`src/rtl/cpu_types_pkg.sv`:
```
// Shared CPU types for the fetch slice: word/opcode types, the HALT opcode
// and the fetch FSM state enum.
package cpu_types_pkg;

    typedef logic [31:0] word_t;
    typedef logic [5:0]  opcode_t;

    localparam opcode_t OP_HALT = 6'b111111;

    typedef enum logic {
        RUN,
        HALTED
    } fetch_state_t;

    // Primary opcode field of an instruction word.
    function automatic opcode_t opcode_of(input word_t w);
        return w[31:26];
    endfunction

endpackage

```
`src/rtl/fetch_skid_buf.sv`:
```
// One-entry skid buffer (instr, npc) holding a word returned while decode
// is stalled. Only instantiated when FETCH_SKID_EN is defined.
module fetch_skid_buf
    import cpu_types_pkg::*;
(
    input  logic  clk,
    input  logic  rst,
    input  logic  load,
    input  logic  clear,
    input  word_t load_instr,
    input  word_t load_npc,
    output logic  full,
    output word_t instr,
    output word_t npc
);

    // Capture on load, empty on clear (drain or redirect); clear wins.
    always_ff @(posedge clk) begin
        if (rst) begin
            full  <= 1'b0;
            instr <= '0;
            npc   <= '0;
        end else if (clear) begin
            full  <= 1'b0;
        end else if (load) begin
            full  <= 1'b1;
            instr <= load_instr;
            npc   <= load_npc;
        end
    end

endmodule

```
`src/rtl/fetch_stage.sv`:
```
// Instruction-fetch stage: owns the PC, issues instruction-memory reads and
// fills the IF/ID latch. Edge priority is RST > redirect > stall > ihit.
// Optional macro FETCH_SKID_EN adds a one-entry skid buffer so a word
// returned during a stall is kept instead of refetched.
module fetch_stage
    import cpu_types_pkg::*;
#(
    parameter word_t   PC_INIT = 32'h0000_0000,
    parameter opcode_t HALT_OP = OP_HALT
) (
    input  logic        CLK,
    input  logic        RST,
    output logic [31:0] pc_out,
    input  logic        redirect,
    input  logic [31:0] new_pc,
    output logic        iREN,
    output logic [31:0] iaddr,
    input  logic        ihit,
    input  logic [31:0] iload,
    input  logic        stall,
    output logic [31:0] ifid_instr,
    output logic [31:0] ifid_npc,
    output logic        ifid_valid,
    output logic        halt_out
);

    fetch_state_t state, state_n;
    word_t        pc, pc_n, pc_inc;
    word_t        instr_n, npc_n;
    logic         valid_n;
    logic         is_halt;

`ifdef FETCH_SKID_EN
    logic  skid_full, skid_load, skid_clear;
    word_t skid_instr, skid_npc;

    fetch_skid_buf u_skid (
        .clk        (CLK),
        .rst        (RST),
        .load       (skid_load),
        .clear      (skid_clear),
        .load_instr (iload),
        .load_npc   (pc_inc),
        .full       (skid_full),
        .instr      (skid_instr),
        .npc        (skid_npc)
    );

    assign iREN = (state == RUN) && !skid_full;
`else
    assign iREN = (state == RUN);
`endif

    assign pc_inc   = pc + 32'd4;
    assign is_halt  = (opcode_of(iload) == HALT_OP);
    assign pc_out   = pc;
    assign iaddr    = pc;
    assign halt_out = (state == HALTED);

    // State, PC and IF/ID latch registers.
    always_ff @(posedge CLK) begin
        if (RST) begin
            state      <= RUN;
            pc         <= PC_INIT;
            ifid_instr <= '0;
            ifid_npc   <= '0;
            ifid_valid <= 1'b0;
        end else begin
            state      <= state_n;
            pc         <= pc_n;
            ifid_instr <= instr_n;
            ifid_npc   <= npc_n;
            ifid_valid <= valid_n;
        end
    end

    // Next-state, PC and IF/ID selection in redirect > stall > ihit order.
    always_comb begin
        state_n = state;
        pc_n    = pc;
        instr_n = ifid_instr;
        npc_n   = ifid_npc;
        valid_n = ifid_valid;
`ifdef FETCH_SKID_EN
        skid_load  = 1'b0;
        skid_clear = 1'b0;
`endif
        if (redirect) begin
            pc_n    = {new_pc[31:2], 2'b00};
            valid_n = 1'b0;
            state_n = RUN;
`ifdef FETCH_SKID_EN
            skid_clear = 1'b1;
`endif
        end else if (stall) begin
            // IF/ID holds; without the buffer an ihit here is simply dropped.
`ifdef FETCH_SKID_EN
            if (iREN && ihit) begin
                skid_load = 1'b1;
                if (is_halt) state_n = HALTED;
                else         pc_n    = pc_inc;
            end
`endif
        end
`ifdef FETCH_SKID_EN
        // A buffered word drains ahead of any new fetch (iREN is low meanwhile).
        else if (skid_full) begin
            instr_n    = skid_instr;
            npc_n      = skid_npc;
            valid_n    = 1'b1;
            skid_clear = 1'b1;
        end
`endif
        else if ((state == RUN) && ihit) begin
            instr_n = iload;
            npc_n   = pc_inc;
            valid_n = 1'b1;
            if (is_halt) state_n = HALTED;
            else         pc_n    = pc_inc;
        end else begin
            valid_n = 1'b0;
        end
    end

endmodule
```
`config.mk`:
```
export PLATFORM = sky130hd
export DESIGN_NAME = fetch_stage
export DESIGN_NICKNAME = d
export VERILOG_FILES = /design/src/rtl/cpu_types_pkg.sv /design/src/rtl/fetch_skid_buf.sv /design/src/rtl/fetch_stage.sv
export SDC_FILE = /design/constraint.sdc
export NUM_CORES = 1
export LEC_CHECK = 0
export CORE_ASPECT_RATIO = 0.9
export CORE_UTILIZATION = 45
export DETAILED_ROUTE_END_ITERATION = 10
export PLACE_DENSITY = 0.86
export SYNTH_ARGS = -nofsm -noshare
export SYNTH_HDL_FRONTEND = slang
export SYNTH_HIERARCHICAL = 1
export SYNTH_SLANG_ARGS = --single-unit
```
`constraint.sdc`:
```
create_clock -name CLK -period 3.3 [get_ports CLK]
set_input_delay 0.66 -clock CLK [delete_from_list [all_inputs] [get_ports CLK]]
set_output_delay 0.66 -clock CLK [all_outputs]
set_load 0.1 [all_outputs]
```
==> run metrics, run 1 <==
CP arrival roughly 2.8 ns; CTS buffer count 9; DRC Markers 0; remaining global-route overflow 0; final worst path period share 0.770; clk sink count 94; maximum clock path buffer count 2; CP endpoint kind register; antenna cells 0; critical path type input pin to register; crit path launch type input pin; Post-Syn Instances 549; Area Overhead vs Synth 37.1%; FF-to-FF End ifid_npc[20]$_SDFFE_PP0P_; busiest grt layer met2; met3 Use GR 0.0399; Worst Tran Pin Value roughly 1.1 ns; Vias 4,471; cts hold-fix bufs 0; fin. max-slew vios 0; FFs w/ async S/R, synth 0; Mean Syn Cell Area 8.06 µm²; cell count after placement 807; Resized Gates After CTS 0; most common cell after layout, fill and taps aside buf_4; row count 33; critical path required time 3.57 ns; Post-Route Skew ~0.015 ns; non-filler cells, final 823; I/O pin total 200; initial drt markers roughly 220; clk root buf clkbuf_8; outcome completed; top_reg_cell synth dfxtp_1; hold slack final roughly 0.46 ns; Synth cell types 39; hold path depth 2; dpl hpwl 9.90 mm; met1 usage 0.331; hold_sp ifid_instr[4]$_SDFFE_PP0P_; DR vias/cell 5.43; H-Tree Level Count 3; Port Buffers 191; EDFF count, synth 0; postcts setup bufs 0; commonest non-fill, non-tap cells in the layout buf_4 (136), nand2_1 (102), dfxtp_1 (94), clkdlybuf4s50_1 (65), a21oi_1 (61); final net count 766; PwrDens around 500 nW/µm²; later-pin clock latency in the skew report between 0.3 and 0.4 ns; R2R Path Start iaddr[3]$_SDFFE_PP0P_; first drt pass iteration count 5; reg2reg path depth 6; #FFs+latches synth 94; Reg2Reg Setup Slack 0.84 ns; worst vdd ir 0.267 mV; pin count of the biggest net entering global routing 51; Achievable Freq 394 MHz; Chip Height 96.1 µm; vias in the first global route 4,013; CTS tree done; antenna violations before repair 0; Fill cells 793; die area just over 10,000 µm²; Synth top area share 0.425; max_slew headroom 0.279; share of layout cells above drive strength 1 0.231; CP Cell Sequence clkdlybuf4s50_1, nand4_1, o21ai_1, nor2_1, xnor2_1, a211oi_1; Tightest Hold Check Type register to register; initial core utilization 0.474; final hold violations 0; met2 Use GR 0.420; Core Area 9330 µm²; Yosys warnings 6; Die X 107 µm; Leakage Power 2.43 nW; Detailed Route WL 13.3 mm; final core utilization 0.650; post-synth top area cell dfxtp_1; share of the yosys chip area belonging to registers 0.425; first-pass GRT wire length just over 20 mm; Setup TNS 0 ns; crit-path max cell delay 0.89 ns; dominant cells by area after synthesis dfxtp_1 (43%), nand2_1 (8.7%), a21oi_1 (6.9%), buf_4 (6.1%), o21ai_0 (3.7%); crit-path max FO 13; Cell Area, Synth 4420 µm²; RSZ-0062 raised after global routing false; post-layout min period 2.54 ns; Final ANT Viol Nets 0; Pwr Total just under 3 mW; Worst Hold End ifid_instr[4]$_SDFFE_PP0P_; Finish-stage setup viols 0; RePlAce Congestion 0.827; GRT Util Overall 0.252; # Max-Cap Violations 0; Slowest cell on crit path o21ai_1; clock slew at reported path FFs approximately 0.090 ns; DR WL/cell around 16 µm
synth_stat cells, types with 2 or more instances:
cell,instances
nor2_1,30
nand4_4,2
nor4_1,4
or2_2,2
a211oi_1,13
and2_1,8
xnor2_1,16
nand4_1,7
a21oi_1,61
nand2_1,102
o21a_1,4
nor3_1,6
dfxtp_1,94
o211ai_1,3
o31a_1,3
nor4_4,2
clkbuf_1,34
o21ai_0,33
and3_1,7
a31oi_1,12
inv_1,8
nand3_1,13
o22ai_1,9
xor2_1,17
or3_1,2
buf_4,36
o311ai_0,8
a311oi_1,2
power breakdown:
group	switching (mW)	internal, mW
clock network	0.434	0.306
logic	0.743	0.226
registers	0.0690	1.19
total	1.25	1.72
critical path, delay by kind of cell:
kind	cells	cell delay, ns
xor+xnor	1	0.17
compound gates	2	1.14
buf+inv	1	0.49
simple gates	2	0.35
flip-flops by register name (all words and copies together), names as in the netlist:
signal / cells
halt_out: 1
iaddr: 30
ifid_valid: 1
ifid_npc: 30
ifid_instr: 32
stage by stage:
| step | cell area, µm² | setup WS (ns) |
|---|---|---|
| after floorplan | 4440 | 0.571 |
| after global placement | 5870 | 0.528 |
| after detailed placement | 5870 | 0.433 |
| after CTS | 6060 | 0.805 |
| after global routing | 6060 | 0.483 |
| final | 6060 | 0.760 |
metal layers:
metal | share of wire | vias up
met3 | 0.061 | 26
met5 | 0 | -
met1 | 0.42 | 2085
met2 | 0.49 | 183
li1 | - | 2177
met4 | 0.021 | 0
how the worst max path moves through the flow:
stage                              to  slack [ns]             startpoint  depth (start not counted)
2_1_floorplan  iaddr[10]$_SDFFE_PP0P_        0.57  iaddr[2]$_SDFFE_PP0P_                          6
3_3_place_gp   iaddr[21]$_SDFFE_PP0P_        0.53              iload[27]                          6
3_5_place_dp   iaddr[27]$_SDFFE_PP0P_        0.43              iload[27]                          6
4_1_cts         iaddr[5]$_SDFFE_PP0P_        0.81              iload[28]                          6
5_1_grt        iaddr[28]$_SDFFE_PP0P_        0.48              iload[27]                          6
6_report        iaddr[5]$_SDFFE_PP0P_        0.76              iload[27]                          6
kinds of logic after synthesis:
family                     Yosys count  synth area share
and+or+nand+nor                    190             0.206
AOI/OAI and AO/OA                  151             0.201
adders and majority gates            1           0.00283
DFF                                 94             0.425
buffers and inverters               79            0.0979
xor gates and xnor gates            33            0.0653
other                                1          0.000848
cell type report:
class,count,area (µm²),share of cell area
Tap cell,122,153,0.0252
Multi-Input combinational cell,381,2130,0.352
Timing Repair Buffer,202,1680,0.277
Clock buffer,10,138,0.0227
Sequential cell,94,1880,0.310
Inverter,8,30.0,0.00495
Clock inverter,6,50.0,0.00826
Note: power is estimated with default switching activity, not from simulation.
==> inputs of run 2 (changes only) <==
- CORE_UTILIZATION: 45 -> 42
- PLACE_DENSITY: 0.86 -> 0.81
- clock period: 3.3 -> 2.6 ns (I/O delays scaled with it)
==> run metrics, run 2 (same netlist as run 1, synthesis figures left out) <==
post-layout min period 2.44 ns; Fill cells 913; remaining global-route overflow 0; Final ANT Viol Nets 0; crit-path max cell delay 0.88 ns; first drt pass iteration count 5; CTS buffer count 9; clock slew at reported path FFs around 0.060 ns; Vias 4,475; H-Tree Level Count 3; maximum clock path buffer count 2; pin count of the biggest net entering global routing 48; Detailed Route WL 13.9 mm; CP endpoint kind register; FF+latch area 1890 µm²; Port Buffers roughly 190; fin. max-slew vios 0; most common cell after layout, fill and taps aside buf_4; PwrDens 680 nW/µm²; initial core utilization 0.432; # Max-Cap Violations 0; CP Cell Sequence clkdlybuf4s50_1, nand4_1, o21a_1, nor3_1, o21ai_0, o311ai_0; Die X 110 µm; final hold violations 0; GRT Util Overall 0.247; die area approximately 11,000 µm²; antenna cells 0; RePlAce Congestion between 0.8 and 0.9; I/O pin total 200; cell area after layout 6290 µm²; Post-Route Skew 0.00809 ns; clk root buf clkbuf_16; Setup TNS 0 ns; DP Area ~6000 µm²; Worst Tran Pin Value roughly 1.2 ns; max_slew headroom 0.227; DR vias/cell 5.33; critical path's top delay family simple AND/OR/NAND/NOR gates; CTS tree done; Resized Gates After CTS 0; row count 35; share of layout cells above drive strength 1 0.245; Leakage Power 2.55 nW; cts hold-fix bufs 0; antenna violations before repair 0; final worst path period share 0.939; crit-path max FO 10; postcts setup bufs 0; critical path type input pin to register; DR WL/cell 16.6 µm; Area Overhead vs Synth 42.3%; Buf/Inv on CP 1; RSZ-0062 raised after global routing false; Tightest Hold Check Type register to register; DRC Markers 0; clk sink count 94; vias in the first global route 4,116; Achievable Freq ~410 MHz; Finish-stage setup viols 0; worst vdd ir 0.380 mV; final net count 775; later-pin clock latency in the skew report 0.34 ns; commonest non-fill, non-tap cells in the layout buf_4 (144), nand2_1 (102), dfxtp_1 (90), clkdlybuf4s50_1 (65), a21oi_1 (61); Core Area 10,200 µm²; max reg flops 32; multi-input combinational cell area 2130 µm²; outcome completed; initial drt markers 279; Chip Height 99.4 µm; critical path required time 2.83 ns; Slowest cell on crit path nor3_1; final core utilization 0.614; crit path launch type input pin; first-pass GRT wire length about 21 mm; Largest Register ifid_instr; dpl hpwl 10.4 mm; CP arrival between 2 and 3 ns
==> run 2: cell types whose count changed in the layout (fill, tap and decap cells not counted), sizes merged <==
cell / previous run / this run
buf: 137 / 146
bufinv: 0 / 2
clkbuf: 10 / 11
clkinv: 0 / 1
clkinvlp: 2 / 1
inv: 12 / 9
==> run 2: final cells by class <==
class                   count  area share
repair buffers            211       0.279
inverters                   8     0.00477
flip-flops and latches     94       0.300
clock inverters             5      0.0129
well taps                 129      0.0257
multi-input cells         381       0.339
clock buffers              11      0.0386
==> run 2: worst paths after layout <==
check	start	to	slack, ns	cells after the start
hold reg to reg	ifid_instr[18]$_SDFFE_PP0P_	ifid_instr[18]$_SDFFE_PP0P_	0.46	2
hold / removal	ifid_instr[18]$_SDFFE_PP0P_	ifid_instr[18]$_SDFFE_PP0P_	0.46	2
setup / recovery	iload[31]	iaddr[20]$_SDFFE_PP0P_	0.16	6
setup reg to reg	iaddr[3]$_SDFFE_PP0P_	ifid_npc[18]$_SDFFE_PP0P_	0.46	6
==> run 2: per-stage QoR <==
stage | power [mW] | worst slack, ns | hold slack (ns) | std cells
floorplan | 2.58 | 0.00492 | 0.636 | 554
global placement | 2.85 | -0.0315 | 0.443 | 823
detailed placement | 2.87 | -0.0559 | 0.448 | 823
CTS | 4.29 | 0.238 | 0.457 | 839
global route | 4.41 | 0.115 | 0.475 | 839
finish | 4.28 | 0.159 | 0.457 | 839
==> run 2: worst reg2reg max path: cells and delay by family, from the launching register on <==
kind | cells | cell delay, ns
simple gates | 4 | 1.26
flops | 1 | 0.40
fa+ha+maj | 1 | 0.26
compound gates | 1 | 0.15
==> run 2: routing by layer <==
metal  vias up  routed length, µm  global-route usage
met5         -                  0                   0
met4         0                279              0.0779
met3        24                814              0.0367
met2       187               6650               0.403
met1      2088               6160               0.335
li1       2176                  -                   -
==> run 2: where the power goes <==
part           switching [mW]  total [mW]  internal (mW)
Clock                   0.567        1.44          0.872
Sequential             0.0850        1.60           1.51
Combinational           0.953        1.25          0.295
